$ cat src/rtl/parking_entry_client.sv
`default_nettype none
// ============================================================================
//  Module      : parking_entry_client
//  Description : Car-side driver for the parking gate controller. Raises the
//                entry sensor on an arrival, presents a latched password,
//                retries with a blanking gap on timeout and releases the
//                sensor once the car has driven through.
//  Revision    : 1.0 - initial release
// ============================================================================
module parking_entry_client #(
    parameter int SETTLE_CYC  = 4,
    parameter int GAP_CYC     = 3,
    parameter int TIMEOUT_CYC = 16,
    parameter int DRIVE_CYC   = 8,
    parameter int MAX_TRY     = 3
) (
    input  logic       clk,
    input  logic       reset,
    input  logic       arrive,
    input  logic [3:0] key,
    input  logic       gate_open,
    output logic       sensor,
    output logic [3:0] pass,
    output logic       busy,
    output logic       done,
    output logic       fail,
    output logic [3:0] tries
);

    // One shared counter serves every timed state, so it is sized for the
    // longest of the cycle parameters with one bit of headroom.
    localparam int C_MAX_AB  = (SETTLE_CYC > GAP_CYC) ? SETTLE_CYC : GAP_CYC;
    localparam int C_MAX_CD  = (TIMEOUT_CYC > DRIVE_CYC) ? TIMEOUT_CYC : DRIVE_CYC;
    localparam int C_MAX_CYC = (C_MAX_AB > C_MAX_CD) ? C_MAX_AB : C_MAX_CD;
    localparam int CNT_W     = $clog2(C_MAX_CYC) + 1;

    localparam logic [CNT_W-1:0] C_SETTLE_LAST  = CNT_W'(SETTLE_CYC - 1);
    localparam logic [CNT_W-1:0] C_GAP_LAST     = CNT_W'(GAP_CYC - 1);
    localparam logic [CNT_W-1:0] C_TIMEOUT_LAST = CNT_W'(TIMEOUT_CYC - 1);
    localparam logic [CNT_W-1:0] C_DRIVE_LAST   = CNT_W'(DRIVE_CYC - 1);
    localparam logic [3:0]       C_MAX_TRY      = 4'(MAX_TRY);

    typedef enum logic [2:0] {
        S_IDLE    = 3'd0,
        S_SETTLE  = 3'd1,
        S_PRESENT = 3'd2,
        S_GAP     = 3'd3,
        S_PASSING = 3'd4,
        S_FINISH  = 3'd5
    } state_t;

    state_t           state_q, state_d;
    logic [CNT_W-1:0] cnt_q,   cnt_d;
    logic [3:0]       key_q,   key_d;
    logic             sensor_q, sensor_d;
    logic [3:0]       pass_q,  pass_d;
    logic             busy_q,  busy_d;
    logic             done_q,  done_d;
    logic             fail_q,  fail_d;
    logic [3:0]       tries_q, tries_d;

    assign sensor = sensor_q;
    assign pass   = pass_q;
    assign busy   = busy_q;
    assign done   = done_q;
    assign fail   = fail_q;
    assign tries  = tries_q;

    // Next-state and next-output logic; outputs are computed one cycle ahead
    // so every port comes straight from a flop.
    always_comb begin
        state_d  = state_q;
        cnt_d    = cnt_q;
        key_d    = key_q;
        sensor_d = sensor_q;
        pass_d   = pass_q;
        busy_d   = busy_q;
        done_d   = 1'b0;
        fail_d   = 1'b0;
        tries_d  = tries_q;

        case (state_q)
            S_IDLE: begin
                if (arrive) begin
                    key_d    = key;
                    tries_d  = 4'd1;
                    busy_d   = 1'b1;
                    sensor_d = 1'b1;
                    cnt_d    = '0;
                    state_d  = S_SETTLE;
                end
            end

            S_SETTLE: begin
                if (cnt_q == C_SETTLE_LAST) begin
                    cnt_d   = '0;
                    pass_d  = key_q;
                    state_d = S_PRESENT;
                end else begin
                    cnt_d = cnt_q + 1'b1;
                end
            end

            S_PRESENT: begin
                // An open gate takes priority over a timeout in the same cycle.
                if (gate_open) begin
                    cnt_d   = '0;
                    pass_d  = 4'b0000;
                    state_d = S_PASSING;
                end else if (cnt_q == C_TIMEOUT_LAST) begin
                    cnt_d  = '0;
                    pass_d = 4'b0000;
                    if (tries_q == C_MAX_TRY) begin
                        sensor_d = 1'b0;
                        fail_d   = 1'b1;
                        state_d  = S_FINISH;
                    end else begin
                        tries_d = tries_q + 4'd1;
                        state_d = S_GAP;
                    end
                end else begin
                    cnt_d = cnt_q + 1'b1;
                end
            end

            S_GAP: begin
                if (cnt_q == C_GAP_LAST) begin
                    cnt_d   = '0;
                    pass_d  = key_q;
                    state_d = S_PRESENT;
                end else begin
                    cnt_d = cnt_q + 1'b1;
                end
            end

            S_PASSING: begin
                // Fixed drive-through time regardless of gate_open afterwards.
                if (cnt_q == C_DRIVE_LAST) begin
                    cnt_d    = '0;
                    sensor_d = 1'b0;
                    done_d   = 1'b1;
                    state_d  = S_FINISH;
                end else begin
                    cnt_d = cnt_q + 1'b1;
                end
            end

            S_FINISH: begin
                busy_d  = 1'b0;
                state_d = S_IDLE;
            end

            default: begin
                state_d  = S_IDLE;
                cnt_d    = '0;
                sensor_d = 1'b0;
                pass_d   = 4'b0000;
                busy_d   = 1'b0;
            end
        endcase
    end

    // State and output registers with synchronous reset; reset aborts any
    // session without producing a done or fail pulse.
    always_ff @(posedge clk) begin
        if (reset) begin
            state_q  <= S_IDLE;
            cnt_q    <= '0;
            key_q    <= 4'b0000;
            sensor_q <= 1'b0;
            pass_q   <= 4'b0000;
            busy_q   <= 1'b0;
            done_q   <= 1'b0;
            fail_q   <= 1'b0;
            tries_q  <= 4'b0000;
        end else begin
            state_q  <= state_d;
            cnt_q    <= cnt_d;
            key_q    <= key_d;
            sensor_q <= sensor_d;
            pass_q   <= pass_d;
            busy_q   <= busy_d;
            done_q   <= done_d;
            fail_q   <= fail_d;
            tries_q  <= tries_d;
        end
    end

endmodule
`default_nettype wire

$ cat config.mk
export PLATFORM = sky130hd
export DESIGN_NAME = parking_entry_client
export DESIGN_NICKNAME = d
export VERILOG_FILES = /design/src/rtl/parking_entry_client.sv
export SDC_FILE = /design/constraint.sdc
export NUM_CORES = 1
export LEC_CHECK = 0
export BUFFER_PORTS_ARGS = -buffer_cell sky130_fd_sc_hd__buf_2
export CAP_MARGIN = 25
export CORE_UTILIZATION = 35
export CTS_CLUSTER_DIAMETER = 30
export DETAILED_ROUTE_END_ITERATION = 12
export GPL_ROUTABILITY_DRIVEN = 0
export PLACE_DENSITY = 0.57
export SLEW_MARGIN = 20
export SYNTH_ARGS = -nofsm -noshare
export SYNTH_HDL_FRONTEND = slang
export SYNTH_SLANG_ARGS = --single-unit
$ cat constraint.sdc
create_clock -name clk -period 4.9 [get_ports clk]
set_input_delay 0.49 -clock clk [delete_from_list [all_inputs] [get_ports clk]]
set_output_delay 0.49 -clock clk [all_outputs]
set_load 0.01 [all_outputs]
==> results.json, run 1 <==
{
  "outcome": "complete, no violations",
  "num_vias": 1186,
  "drtIter0Drc": 132,
  "synth_area_per_cell_sq_um": 9.03,
  "tns_ns": 0,
  "busiest_layer": "met2",
  "finalCritPeriodShare_pct": 44.0,
  "insertion_delay_ns": 0.27,
  "place_ws_ns": 2.78,
  "synthSimpleGateAreaFrac_pct": 29.2,
  "synthCells": 156,
  "fin_ws_ns": 2.75,
  "grt_usage_pct": 15.8,
  "synth_top_family_by_area": "simple AND/OR/NAND/NOR gates",
  "dp_hpwl_um": 2190,
  "grt_start_max_net_pins": 28,
  "seq_area_frac_synth_pct": 34.1,
  "p_leak_nw": 0.637,
  "synth_nets": 169,
  "clock_sinks": 24,
  "synth_top_cell_by_area": "dfxtp_1",
  "die-area_sq_mm": 0.00428,
  "wl_per_cell_um": 13.8,
  "dr.pass1.iters": 4,
  "synth_warnings": 0,
  "antenna_found_initial": 0,
  "cts_made_buffers": 3,
  "nFillCells": 380,
  "cts_tree": "done",
  "ant_nets": 0,
  "endpoint": "tries[0]",
  "dieHeight_um": 65.4,
  "max-slew-margin-rel_pct": 57.5,
  "io_buffers": 19,
  "row_count": 22,
  "path_clk_slew_ns": 0.09,
  "synth-edff-count": 0,
  "route.detailed.drc": 0,
  "area_growth_syn_to_layout_pct": 9.95,
  "synthesis.area_sq_mm": 0.00141,
  "antenna_cells": 0,
  "h-tree-depth": 1,
  "async_flop_share_pct": 0,
  "worstPathArrival_ns": 2.33,
  "maxSlewViolCount": 0,
  "layout_min_cycle_time_ns": 2.15,
  "p_per_area_mw_per_mm2": 425,
  "fin_hold_ws_ns": 0.465,
  "use_met3_pct": 4.17,
  "synth_compound_area_share_pct": 17.5,
  "power_mw": 0.659,
  "netlist.area_leader.share_pct": 34.1,
  "regToRegStartpoint": "cnt_q[0]",
  "grt-ovfl-total": 0,
  "clockRootBuffer": "clkbuf_8",
  "end_kind": "flip-flop",
  "drive_gt1_share_pct": 21.2,
  "finClkSkew_ns": 0.0108,
  "ys_ff_latch": 24,
  "hold_buffers": 0,
  "start_kind": "flip-flop",
  "routed_wl_um": 3020,
  "synthFlopType": "dfxtp_1",
  "chipWidth_um": 65.4,
  "critPathMaxFanout": 7,
  "synth_area_leaders": "dfxtp_1, mux2i_1, ha_1, nand2_1, nor2_1",
  "grt_pass1_wl_um": 5120,
  "reg2reg_depth": 7,
  "synthDistinctLibCells": 52,
  "io-pin-count": 20,
  "grtUsageMet1_pct": 20.1,
  "worst_pin_slew_ns": 0.636,
  "synth_xor_area_share_pct": 1.24,
  "postCtsSetupBuffers": 0,
  "use_met2_pct": 26.0,
  "required_ns": 5.08,
  "fmax_mhz": 464,
  "vias_per_cell": 5.44,
  "hp-class": "in -> reg",
  "nets": 185,
  "start_util_pct": 37.4,
  "fp.coreArea_sq_mm": 0.00377,
  "regToRegEndpoint": "tries[0]",
  "hold_viol": 0,
  "cts_max_path_buffers": 2,
  "grt_pass1_vias": 1117,
  "cap_violations": 0,
  "synthMuxAreaShare_pct": 7.90,
  "critPathKind": "reg -> reg",
  "vdd_drop_max_v": 0.000160,
  "ctsResizeCount": 0,
  "grt_setup_unrepaired": "false",
  "final_core_util_pct": 41.1,
  "r2r_slack_ns": 2.75,
  "crit_start": "cnt_q[0]",
  "synth_fa_ha_area_share_pct": 4.44,
  "finalSetupViolations": 0
}
==> cell type report <==
class	count	area (sq um)	area share (%)
Multi-Input combinational cell	118	850	54.8
Sequential cell	24	480	31.0
Timing Repair Buffer	19	95.1	6.14
Tap cell	48	60.1	3.88
Clock buffer	3	41.3	2.67
Inverter	6	22.5	1.45
==> logic make-up after synthesis <==
group	after synthesis
AND/OR/NAND/NOR	66
AO/OA/AOI/OAI	34
flip-flops	24
buffers and inverters	14
multiplexers	11
adder cells (fa/ha/maj)	5
XOR/XNOR	2
==> per-stage QoR <==
step | instance area (sq um) | std cells
CTS | 1550 | 218
floorplan | 1410 | 156
global placement | 1510 | 215
global route | 1550 | 218
detailed placement | 1510 | 215
finish | 1550 | 218
==> worst min path at each step <==
| stage | from | end | slack (ns) | cells past startpoint |
|---|---|---|---|---|
| floorplan | key_q[0] | pass[0] | 0.44 | 2 |
| global placement | pass[0] | pass[0] | 0.46 | 2 |
| detailed placement | pass[3] | pass[3] | 0.46 | 2 |
| CTS | key[3] | key_q[3] | 0.46 | 3 |
| global route | key[3] | key_q[3] | 0.50 | 3 |
| finish | key[3] | key_q[3] | 0.46 | 3 |
==> metal layers <==
metal	wire length (um)	part of all wire (%)
met5	0	0
met1	1440	48
met3	130	4.3
met4	23	0.76
met2	1430	47
==> synth_stat cells, types with 2 or more instances <==
cell type and instances:
nor3_1 2, nand2b_1 6, a22o_1 2, a21oi_1 9, buf_6 3, o21ai_0 6, xor2_1 2, ha_1 5
nor2_1 14, clkbuf_1 3, mux2i_1 10, inv_1 6, o22ai_1 2, or3_1 2, nand3_1 4, nor2b_1 3
nor4b_1 2, dfxtp_1 24, o21ai_2 2, nor3b_1 4, nand2_1 14
==> placed cells by master, fill, tap and decap left out, types with 2 or more instances in the layout <==
| cell | instances |
|---|---|
| ha_1 | 5 |
| nand3_1 | 4 |
| inv_1 | 6 |
| a22o_1 | 2 |
| nor3b_1 | 4 |
| dfxtp_1 | 24 |
| nand2b_1 | 6 |
| a21oi_1 | 9 |
| xor2_1 | 2 |
| o22ai_1 | 2 |
| nor3_1 | 2 |
| buf_2 | 19 |
| or3_1 | 2 |
| o21ai_2 | 2 |
| o21ai_0 | 6 |
| clkbuf_8 | 3 |
| mux2i_1 | 10 |
| nor2_1 | 14 |
| nand2_1 | 14 |
| nor4b_1 | 2 |
| nor2b_1 | 3 |
==> state kept, by name, indices dropped and copies added (netlist names), 3 cells and up <==
name	count
cnt_q	5
key_q	4
pass	4
tries	4
state_q	3
==> report_power, final <==
| group | leakage, nW | internal [mW] | total (mW) | switching (mW) |
|---|---|---|---|---|
| logic | 0.420 | 0.115 | 0.254 | 0.139 |
| registers | 0.195 | 0.226 | 0.288 | 0.0614 |
| clock network | 0.0216 | 0.0550 | 0.117 | 0.0624 |
| total | 0.637 | 0.396 | 0.659 | 0.263 |
==> worst max-delay path: stages (launching register included) <==
cell      delay, ns
dfxtp_1        0.39
ha_1           0.34
and3_1         0.23
ha_1           0.27
nand3b_1       0.12
o21ai_0        0.34
a21oi_1        0.12
a311oi_1       0.26
Power figures use the tool's default switching activity.
==> inputs of run 2 (changes only) <==
==> constraint.sdc (replaced) <==
create_clock -name clk -period 2 [get_ports clk]
set_input_delay 0.2 -clock clk [delete_from_list [all_inputs] [get_ports clk]]
set_output_delay 0.2 -clock clk [all_outputs]
set_load 0.01 [all_outputs]
==> run 2 against run 1 <==
Clock power rose to 3.7 times the previous value. Maximum frequency up 20%. Routed wire length up 2.5%. Die area unchanged. Via count down 0.17%. Global-route usage up 0.52 points.
==> results.json, run 2 (synthesis results as in run 1) <==
{
  "outcome": "complete, no violations",
  "fmax_mhz": 558,
  "cts_made_buffers": 3,
  "max-slew-margin-rel_pct": 57.1,
  "wl_met3_um": 138,
  "seqPwrFrac_pct": 37.3,
  "worstPathCellList": "nor4b_1, a22oi_2, a21oi_1, mux2_2",
  "slowest_stage": "nor4b_1",
  "clockRootBuffer": "clkbuf_8",
  "ctsResizeCount": 0,
  "swShare_pct": 36.9,
  "dieHeight_um": 65.4,
  "ant_nets": 0,
  "nFillCells": 373,
  "grt_setup_unrepaired": "false",
  "hp-class": "in -> reg",
  "chipWidth_um": 65.4,
  "critPathMaxFanout": 11,
  "r2r_slack_ns": 0.21,
  "finClkSkew_ns": 0.00348,
  "area_growth_syn_to_layout_pct": 15.9,
  "row_count": 22,
  "hold_viol": 0,
  "p_per_area_mw_per_mm2": 1110,
  "path_clk_slew_ns": 0.09,
  "nets": 191,
  "die-area_sq_mm": 0.00428,
  "routed_wl_um": 3100,
  "antenna_found_initial": 0,
  "multi_input_comb_area_sq_um": 857,
  "cts_max_path_buffers": 2,
  "dr.pass1.iters": 4,
  "grt_start_max_net_pins": 28,
  "top_register": "cnt_q",
  "wl_per_cell_um": 13.8,
  "clock_sinks": 24,
  "postCtsSetupBuffers": 0,
  "worst_pin_slew_ns": 0.634,
  "wl_met2_um": 1470,
  "grt_usage_pct": 16.3,
  "layout_min_cycle_time_ns": 1.79,
  "clkPwrFrac_pct": 23.9,
  "layout_commonest_cell": "dfxtp_1",
  "io_buffers": 19,
  "tns_ns": 0,
  "start_util_pct": 37.4,
  "num_vias": 1184,
  "required_ns": 2.22,
  "layout_common_cells": "dfxtp_1, buf_2, nor2_1, nand2_1, mux2i_1",
  "insertion_delay_ns": 0.27,
  "drtIter0Drc": 73,
  "vdd_drop_max_v": 0.000401,
  "top_layer_used": "met4",
  "finalCritPeriodShare_pct": 89.6,
  "drive_gt1_share_pct": 26.0,
  "fp.coreArea_sq_mm": 0.00377,
  "io-pin-count": 20,
  "critPathKind": "reg -> reg",
  "finalSetupViolations": 0,
  "fin_hold_ws_ns": 0.167,
  "drt-met1-wl_um": 1460,
  "grt_pass1_vias": 1176,
  "grt-ovfl-total": 0,
  "p_leak_nw": 0.683,
  "cts_tree": "done",
  "route.detailed.drc": 0,
  "start_kind": "flip-flop",
  "worstPathArrival_ns": 2.01,
  "register_area_sq_um": 482,
  "antenna_cells": 0,
  "grt_pass1_wl_um": 5310,
  "dp_hpwl_um": 2300,
  "vias_per_cell": 5.26,
  "maxSlewViolCount": 0,
  "p_int_mw": 1.14,
  "hold_buffers": 0,
  "cap_violations": 0,
  "largest_reg_flops": 5,
  "switchingPower_mw": 0.667,
  "slowest_delay_ns": 0.58,
  "comb_power_share_pct": 38.8,
  "h-tree-depth": 1,
  "end_kind": "flip-flop"
}
-- run 2: metal layers --
metal	GRT usage (%)	up-vias
li1	-	603
met1	19.6	551
met2	27.8	28
met3	4.17	2
met4	5.43	0
met5	0	-
-- run 2: final timing paths --
kind                            startpoint  endpoint  cells after the start
worst max register to register  state_q[1]  cnt_q[0]                      4
worst min register to register     pass[2]   pass[2]                      2
worst min-delay path                key[2]  key_q[2]                      3
worst max-delay path            state_q[1]  cnt_q[0]                      4
-- run 2: layout make-up --
cell class	count	share of cell area (%)
sequential	24	29.5
clock buffer	3	2.53
inverter	6	1.38
timing repair buffer	25	8.58
clock inverter	1	1.84
multi-input combinational	118	52.5
tap	48	3.68
-- run 2: critical path, delay by kind of cell (launching register included) --
kind             cells  cell delay, ns
AND/OR/NAND/NOR      1            0.58
flip-flops           1            0.57
multiplexers         1            0.18
AO/OA/AOI/OAI        2            0.40
-- run 2: per-stage QoR --
stage          utilization (%)  std cells  worst slack, ns  total power [mW]  cell area [sq um]
2_1_floorplan                -        156            0.167              1.23               1410
3_3_place_gp              41.2        221            0.201              1.36               1550
3_5_place_dp              41.2        221            0.100              1.37               1550
4_1_cts                   43.1        225           0.0665              1.81               1620
5_1_grt                   43.3        225           0.0698              1.94               1630
6_report                  43.3        225            0.207              1.81               1630
-- run 2: power by group through the flow --
| stage | clock, mW | combinational (mW) | sequential [mW] |
|---|---|---|---|
| floorplan | 0 | 0.604 | 0.629 |
| global placement | 0 | 0.686 | 0.677 |
| detailed placement | 0 | 0.693 | 0.682 |
| CTS | 0.447 | 0.694 | 0.671 |
| global route | 0.474 | 0.779 | 0.689 |
| finish | 0.432 | 0.700 | 0.673 |
==> inputs of run 3 (changes only) <==
--- a/config.mk
+++ b/config.mk
@@ -7,11 +7,11 @@
 export LEC_CHECK = 0
 export BUFFER_PORTS_ARGS = -buffer_cell sky130_fd_sc_hd__buf_2
 export CAP_MARGIN = 25
-export CORE_UTILIZATION = 35
+export CORE_UTILIZATION = 45
 export CTS_CLUSTER_DIAMETER = 30
 export DETAILED_ROUTE_END_ITERATION = 12
 export GPL_ROUTABILITY_DRIVEN = 0
-export PLACE_DENSITY = 0.57
+export PLACE_DENSITY = 0.69
 export SLEW_MARGIN = 20
 export SYNTH_ARGS = -nofsm -noshare
 export SYNTH_HDL_FRONTEND = slang
==> run 3 against run 2 <==
The run now ends with DRC left. Register-to-register slack about the same. Routed wire length is 4.5% lower. Combinational power rose by 2%. First-iteration DRC count decreased by 22%. Design area decreased by 2.4%. Clock skew increased by 0.0038 ns. Total power down 4.1%. Count of clock-buffer cells in the layout unchanged. Clock power down 19%. Global-route usage up 3.6 points. Worst setup slack got worse by 0.010 ns.
==> results.json, run 3 (synthesis results as in run 1) <==
{
  "end_kind": "flip-flop",
  "dieHeight_um": 58.0,
  "num_vias": 1195,
  "crit_buf_inv": 1,
  "required_ns": 2.23,
  "drive_gt1_share_pct": 25.3,
  "grt_pass1_vias": 1103,
  "grt-ovfl-total": 0,
  "clkPwrFrac_pct": 20.3,
  "maxSlewViolCount": 0,
  "grt_usage_pct": 19.9,
  "critPathMaxFanout": 5,
  "nets": 192,
  "worst_pin_slew_ns": 0.528,
  "slowest_delay_ns": 0.40,
  "h-tree-depth": 1,
  "path_clk_slew_ns": 0.14,
  "register_area_sq_um": 480,
  "io_buffers": 19,
  "hp-class": "in -> reg",
  "io-pin-count": 20,
  "nFillCells": 263,
  "top_register": "cnt_q",
  "reg2reg_depth": 7,
  "clockRootBuffer": "clkbuf_4",
  "fp.coreArea_sq_mm": 0.00285,
  "place_ws_ns": 0.137,
  "worstPathCellList": "ha_1, and3_1, ha_2, inv_1, a22oi_1, a21oi_1, mux2_2",
  "layout_commonest_cell": "dfxtp_1",
  "p_leak_nw": 0.679,
  "worstPathArrival_ns": 2.03,
  "hold_buffers": 0,
  "final_core_util_pct": 55.9,
  "antenna_cells": 0,
  "ant_nets": 0,
  "layout_min_cycle_time_ns": 1.80,
  "largest_reg_flops": 5,
  "routed_wl_um": 2960,
  "slowest_stage": "dfxtp_1",
  "route.detailed.drc": 1,
  "grt_setup_unrepaired": "false",
  "drtIter0Drc": 57,
  "outcome": "complete, but fails checks",
  "crit_cells": 7,
  "p_per_area_mw_per_mm2": 1090,
  "vdd_drop_max_v": 0.000579,
  "grt_start_max_net_pins": 28,
  "regToRegStartpoint": "cnt_q[0]",
  "die-area_sq_mm": 0.00336,
  "swShare_pct": 37.5,
  "cts_max_path_buffers": 2,
  "clock_sinks": 24,
  "fmax_mhz": 555,
  "row_count": 19,
  "dp_hpwl_um": 2190,
  "regToRegEndpoint": "cnt_q[0]",
  "hold_start": "key[2]",
  "tns_ns": 0,
  "cap_violations": 0,
  "fin_ws_ns": 0.197,
  "seqPwrFrac_pct": 38.5,
  "antenna_found_initial": 0,
  "finalSetupViolations": 0,
  "cts_tree": "done",
  "dp.cells": 205,
  "start_util_pct": 49.4,
  "dr.pass1.iters": 8,
  "chipWidth_um": 58.0,
  "cp_top_family": "adder cells",
  "insertion_delay_ns": 0.32,
  "crit_start": "cnt_q[0]",
  "critPathKind": "reg -> reg",
  "finClkSkew_ns": 0.00733,
  "max-slew-margin-rel_pct": 64.7,
  "vias_per_cell": 5.72,
  "violations": "DRC",
  "comb_power_share_pct": 41.2,
  "start_kind": "flip-flop",
  "fin_cells": 209,
  "multi_input_comb_area_sq_um": 852,
  "cts_made_buffers": 3,
  "area_growth_syn_to_layout_pct": 13.1,
  "p_int_mw": 1.08,
  "min_to": "key_q[2]",
  "wl_per_cell_um": 14.1,
  "grt_pass1_wl_um": 5080,
  "r2r_slack_ns": 0.20,
  "hold_depth": 3,
  "layout_common_cells": "dfxtp_1, buf_2, nor2_1, nand2_1, mux2i_1",
  "finalCritPeriodShare_pct": 90.1,
  "hold_viol": 0,
  "switchingPower_mw": 0.648
}
[run 3: cell types whose count changed in the layout (fill, tap and decap cells not counted), sizes merged]
| cell | change |
|---|---|
| buf | +1 |
[run 3: what timing repair did]
item | CTS | global route
setup buffers | 0 | 0
gates resized for setup | 0 | 2
setup endpoints to repair | 0 | 5
[run 3: how the worst max path moves through the flow]
stage / end / slack (ns)
floorplan: tries[0] / 0.17
global placement: tries[0] / 0.21
detailed placement: tries[0] / 0.14
CTS: tries[0] / 0.09
global route: cnt_q[0] / 0.05
finish: cnt_q[0] / 0.20
[run 3: power by group through the flow]
stage | registers, mW | clock network [mW] | logic (mW)
floorplan | 0.629 | 0 | 0.604
global placement | 0.669 | 0 | 0.693
detailed placement | 0.675 | 0 | 0.706
CTS | 0.664 | 0.364 | 0.711
global route | 0.681 | 0.379 | 0.798
finish | 0.666 | 0.352 | 0.713
[run 3: area by class of cell]
type / instances / share of cell area [%]
Timing Repair Buffer: 26 / 9.26
Sequential cell: 24 / 30.1
Clock buffer: 3 / 1.41
Multi-Input combinational cell: 118 / 53.5
Clock inverter: 1 / 1.88
Inverter: 6 / 1.41
Tap cell: 31 / 2.43
[run 3: worst min-delay path: stages]
cell,delay (ns)
buf_2,0.07
mux2i_1,0.05
nor2_1,0.07
[run 3: metrics by stage]
stage	cell area [sq um]	hold slack [ns]	total power, mW
finish	1590	0.104	1.73
global route	1590	0.113	1.86
CTS	1590	0.0918	1.74
detailed placement	1540	0.444	1.38
global placement	1540	0.438	1.36
floorplan	1410	0.347	1.23
[run 3: per-layer routing]
| layer | up-vias | routed length (um) | global-route usage, % | part of all wire (%) |
|---|---|---|---|---|
| li1 | 606 | - | - | - |
| met1 | 559 | 1410 | 27.8 | 48 |
| met2 | 28 | 1380 | 31.0 | 46 |
| met3 | 2 | 152 | 4.02 | 5.1 |
| met4 | 0 | 23 | 5.78 | 0.78 |
| met5 | - | 0 | 0 | 0 |
